`src/rtl/syzygy_adc_frame_align.sv`:
```
// Frame-lane alignment controller: bitslips the ISERDES until the FR word matches FRAME_PATTERN.
// Optional macro SYZYGY_ADC_FRAME_MONITOR_EN keeps watching the frame word once aligned.
module syzygy_adc_frame_align #(
  parameter logic [7:0]  FRAME_PATTERN = 8'hF0,
  parameter int unsigned SETTLE_CYCLES = 16,
  parameter int unsigned MATCH_COUNT   = 64,
  parameter int unsigned MAX_SLIPS     = 8
) (
  input  logic       clk,
  input  logic       reset_n,
  input  logic       dco_locked,
  input  logic       realign,
  input  logic [7:0] frame_data,
  output logic       bitslip,
  output logic       aligned,
  output logic       align_error,
  output logic [3:0] slip_count,
  output logic [2:0] state
);

  typedef enum logic [2:0] {
    StIdle    = 3'd0,
    StSettle  = 3'd1,
    StCheck   = 3'd2,
    StSlip    = 3'd3,
    StAligned = 3'd4,
    StFail    = 3'd5
  } state_e;

  localparam logic [7:0] SettleLast = 8'(SETTLE_CYCLES - 1);
  localparam logic [7:0] MatchLast  = 8'(MATCH_COUNT - 1);
  localparam logic [3:0] MaxSlips   = 4'(MAX_SLIPS);

  state_e     state_q, state_d;
  logic       lock_meta_q, lock_s_q;
  logic [7:0] settle_cnt_q, settle_cnt_d;
  logic [7:0] match_cnt_q, match_cnt_d;
  logic [3:0] slip_q, slip_d;
  logic       bitslip_q, aligned_q, align_error_q;
  logic       frame_match;

  assign frame_match = (frame_data == FRAME_PATTERN);

`ifdef SYZYGY_ADC_FRAME_MONITOR_EN
  logic [2:0] mis_cnt_q, mis_cnt_d;

  always_ff @(posedge clk or negedge reset_n) begin
    if (!reset_n) mis_cnt_q <= '0;
    else          mis_cnt_q <= mis_cnt_d;
  end
`endif

  always_ff @(posedge clk or negedge reset_n) begin
    if (!reset_n) begin
      lock_meta_q <= 1'b0;
      lock_s_q    <= 1'b0;
    end else begin
      lock_meta_q <= dco_locked;
      lock_s_q    <= lock_meta_q;
    end
  end

  always_comb begin
    state_d      = state_q;
    slip_d       = slip_q;
    settle_cnt_d = '0;
    match_cnt_d  = '0;
`ifdef SYZYGY_ADC_FRAME_MONITOR_EN
    mis_cnt_d    = '0;
`endif
    // Lock loss outranks realign; realign is meaningless while idle.
    if (!lock_s_q) begin
      state_d = StIdle;
      slip_d  = '0;
    end else if (realign && (state_q != StIdle)) begin
      state_d = StSettle;
      slip_d  = '0;
    end else begin
      unique case (state_q)
        StIdle: begin
          slip_d  = '0;
          state_d = StSettle;
        end
        StSettle: begin
          if (settle_cnt_q >= SettleLast) state_d = StCheck;
          else settle_cnt_d = settle_cnt_q + 8'd1;
        end
        StCheck: begin
          if (frame_match) begin
            if (match_cnt_q >= MatchLast) state_d = StAligned;
            else match_cnt_d = match_cnt_q + 8'd1;
          end else if (slip_q < MaxSlips) begin
            state_d = StSlip;
          end else begin
            state_d = StFail;
          end
        end
        StSlip: begin
          if (slip_q < MaxSlips) slip_d = slip_q + 4'd1;
          state_d = StSettle;
        end
        StAligned: begin
`ifdef SYZYGY_ADC_FRAME_MONITOR_EN
          if (!frame_match) begin
            if (mis_cnt_q == 3'd3) begin
              state_d = StSettle;
              slip_d  = '0;
            end else begin
              mis_cnt_d = mis_cnt_q + 3'd1;
            end
          end
`endif
        end
        StFail: ;
        default: state_d = StIdle;
      endcase
    end
  end

  always_ff @(posedge clk or negedge reset_n) begin
    if (!reset_n) begin
      state_q       <= StIdle;
      settle_cnt_q  <= '0;
      match_cnt_q   <= '0;
      slip_q        <= '0;
      bitslip_q     <= 1'b0;
      aligned_q     <= 1'b0;
      align_error_q <= 1'b0;
    end else begin
      state_q       <= state_d;
      settle_cnt_q  <= settle_cnt_d;
      match_cnt_q   <= match_cnt_d;
      slip_q        <= slip_d;
      bitslip_q     <= (state_d == StSlip);
      aligned_q     <= (state_d == StAligned);
      align_error_q <= (state_d == StFail);
    end
  end

  assign bitslip     = bitslip_q;
  assign aligned     = aligned_q;
  assign align_error = align_error_q;
  assign slip_count  = slip_q;
  assign state       = state_q;

endmodule
```
`config.mk`:
```
export PLATFORM = sky130hd
export DESIGN_NAME = syzygy_adc_frame_align
export DESIGN_NICKNAME = d
export VERILOG_FILES = /design/src/rtl/syzygy_adc_frame_align.sv
export SDC_FILE = /design/constraint.sdc
export NUM_CORES = 1
export LEC_CHECK = 0
export BUFFER_PORTS_ARGS = -buffer_cell sky130_fd_sc_hd__buf_4
export CAP_MARGIN = 20
export CORE_MARGIN = 4
export CORE_UTILIZATION = 45
export CTS_BUF_LIST = sky130_fd_sc_hd__clkbuf_8
export DETAILED_ROUTE_END_ITERATION = 7
export HOLD_SLACK_MARGIN = 0.12
export PLACE_DENSITY = 0.67
export SYNTH_ARGS = -nofsm -noshare
export SYNTH_HDL_FRONTEND = slang
export SYNTH_SLANG_ARGS = --single-unit
```
`constraint.sdc`:
```
create_clock -name clk -period 2.39 [get_ports clk]
set_clock_uncertainty 0.2 [all_clocks]
set_input_delay 0.478 -clock clk [delete_from_list [all_inputs] [get_ports clk]]
set_output_delay 0.478 -clock clk [all_outputs]
set_load 0.005 [all_outputs]
```
==> results.md <==
- Place WS: 0.0615 ns
- Final net count: approximately 160
- Max_cap viols: 0
- I/O pin total: 22
- Leading area contributor after synthesis: dfrtp_1
- Setup violators final: 0
- Syn Area/Cell: between 10 and 15 sq um
- Worst r2r src: match_cnt_q[0]
- Num CTS Buffers: 3
- Row count: 19
- Grt ovf: 0
- Post-layout instance area: 1550 sq um
- I/O Buffers: 21
- Critical path type: reg2reg
- Layout area overhead: 21.6%
- Final worst setup slack: 0.178 ns
- GRT Resource Usage Total: between 10% and 20%
- Final Power: between 800 and 900 uW
- Critical path startpoint: match_cnt_q[0]
- Ys async rst share: between 90% and 100%
- Synthesized netlist cell count: between 100 and 150
- Sequential-to-total area share from yosys stat: between 50% and 60%
- Max Fanout on Critical Path: 6
- Max_slew headroom: between 60% and 70%
- CTS max path bufs: 2
- DRT Pass-1 Iters: 4
- Worst Hold End: lock_s_q
- Crit path max-delay family: simple AND/OR/NAND/NOR gates
- Critical path endpoint category: register
- Starting Density: 46.7%
- First-pass GRT wire length: 4.03 mm
- Final cycle utilization of the critical path: just over 90%
- Leakage: between 0.6 and 0.7 nW
- Chip Width: between 60 and 70 um
- Max stage delay on crit path: 0.62 ns
- Yosys Warn Count: 0
- Post-synth EDFFs: 0
- CTS tree: done
- Initial antenna violation count: 0
- Number of global-route vias before repair: 940
- Min Tclk post-route: 2.21 ns
- Clock Sinks: 28
- H-tree lvl count: 1
- WP buf/inv: 0
- Ranking of synthesized cells by area: dfrtp_1, ha_1, a21oi_1, xnor2_1, nand2b_1
- Routed Antenna Nets: 0
- Hold path startpoint: lock_meta_q
- Die Ht: just over 60 um
- Worst path required time: between 2 and 2.5 ns
- Dpl hpwl: 1.76 mm
- Reg2reg end: match_cnt_q[4]
- Layout cell share with drive strength beyond 1: around a quarter
- Max Freq: around 450 MHz
- Synth unique cells: 37
- Initial DRC Count: 24
- Mapped Area: approximately 1300 sq um
- Main flop type after synthesis: dfrtp_1
- Die area: about 3800 sq um
- Number of stages on the worst hold path: 0
- Fillers: 233
- Final hold vios: 0
- VDD IR max: between 0.0003 and 0.0004 V
- Synth Register Bits: 28
- Reg2reg path depth: 5
- Commonest non-fill, non-tap cell in the layout: dfrtp_1
- Largest net degree at the start of global routing: 29
- Routed vias: 950
- DRC: 0
- Critical Path AT: about 2.2 ns
- Startpoint Class: register
- Status: finished, final reports clean
- WL final: between 2 and 2.5 mm
- Root buffer cell: clkbuf_8
- Pwr/cell area: 525 nW/um^2
- RSZ-0062 raised after global routing: no
- Worst Tran Pin Value: between 0.5 and 0.6 ns
- Reg clk slew, reported paths: ~0.090 ns
- Vias per cell: 5.34
- R2r setup slk: ~0.18 ns
- GPL Wtd Cong: ~0.8
- Core ar.: between 2000 and 3000 sq um
- Clock latency on the worst-skew pair: approximately 0.27 ns
- Min-Delay Path Class: reg2reg
- Commonest non-fill, non-tap cells in the layout: dfrtp_1, buf_4, a21oi_1
- Per-cell routed wire length: about 13 um
- Post-DP Area: 1490 sq um
- TNS Setup: 0 ns
- Yosys top cell area share: a little over half
- Crit-path slowest cell: or4_4
- Max-slew violation count: 0
- Critical path cell sequence: ha_1, and3_4, a311o_1, or4_4, nor2_2
- N_diodes: 0
## registers in the layout, summed over array words and instances, names as in the netlist
| name | cells |
|---|---|
| aligned | 1 |
| state | 3 |
| align_error | 1 |
| lock_meta_q | 1 |
| slip_count | 4 |
| settle_cnt_q | 8 |
| bitslip | 1 |
| match_cnt_q | 8 |
| lock_s_q | 1 |
## per-layer routing
metal  share of wire, %  GRT usage, %
met1                 46          19.0
met2                 47          23.6
met3                7.1          3.14
met4               0.67          5.57
met5                  0             0
## metrics by stage
stage                     hold slack [ns]  cells  util (%)
final                               0.156    178      56.8
after global routing                0.168    178      56.8
after CTS                           0.158    178      56.7
after detailed placement            0.137    173      54.5
after global placement              0.134    173      54.5
after floorplan                   -0.0176    122         -
## cells in the mapped netlist (all sizes together), types with 3 or more instances
master / n
nor4: 3
nor2: 12
xnor2: 4
dfrtp: 28
o21ai: 7
clkbuf: 3
nand2b: 6
ha: 3
nor3: 4
inv: 5
or4: 3
nor2b: 4
a21oi: 7
nand3: 4
## how the worst max path moves through the flow
stage                     end  slack, ns  depth (start not counted)
2_1_floorplan  match_cnt_q[3]       0.22                          6
3_3_place_gp   match_cnt_q[4]        0.1                          5
3_5_place_dp   match_cnt_q[4]       0.06                          5
4_1_cts        match_cnt_q[4]       0.04                          5
5_1_grt        match_cnt_q[5]       0.10                          5
6_report       match_cnt_q[4]       0.18                          5
## area by class of cell
type,count,area (sq um),area share (%)
Sequential cell,28,701,45.1
Tap cell,31,38.8,2.50
Multi-Input combinational cell,84,547,35.2
Inverter,5,18.8,1.21
Timing Repair Buffer,27,208,13.4
Clock buffer,3,41.3,2.66
## report_power, final
group / total, mW / internal, mW / switching (mW)
combinational: 0.0777 / 0.0361 / 0.0416
clock: 0.248 / 0.113 / 0.135
sequential: 0.490 / 0.485 / 0.00559
## cell families after synthesis
| kind of cell | share of synthesized area (%) |
|---|---|
| DFF | 54.8 |
| buffers and inverters | 4.11 |
| and+or+nand+nor | 22.9 |
| AOI/OAI and AO/OA | 10.8 |
| adders and majority gates | 2.94 |
| other | 0.294 |
| xor gates and xnor gates | 4.11 |
## what timing repair did
item,4_1_cts,5_1_grt
hold endpoints to repair,29,0
setup buffers,0,0
gates resized for setup,0,1
hold buffers,2,0
endpoints found under the setup margin,0,6
Note: power is estimated with default switching activity, not from simulation.
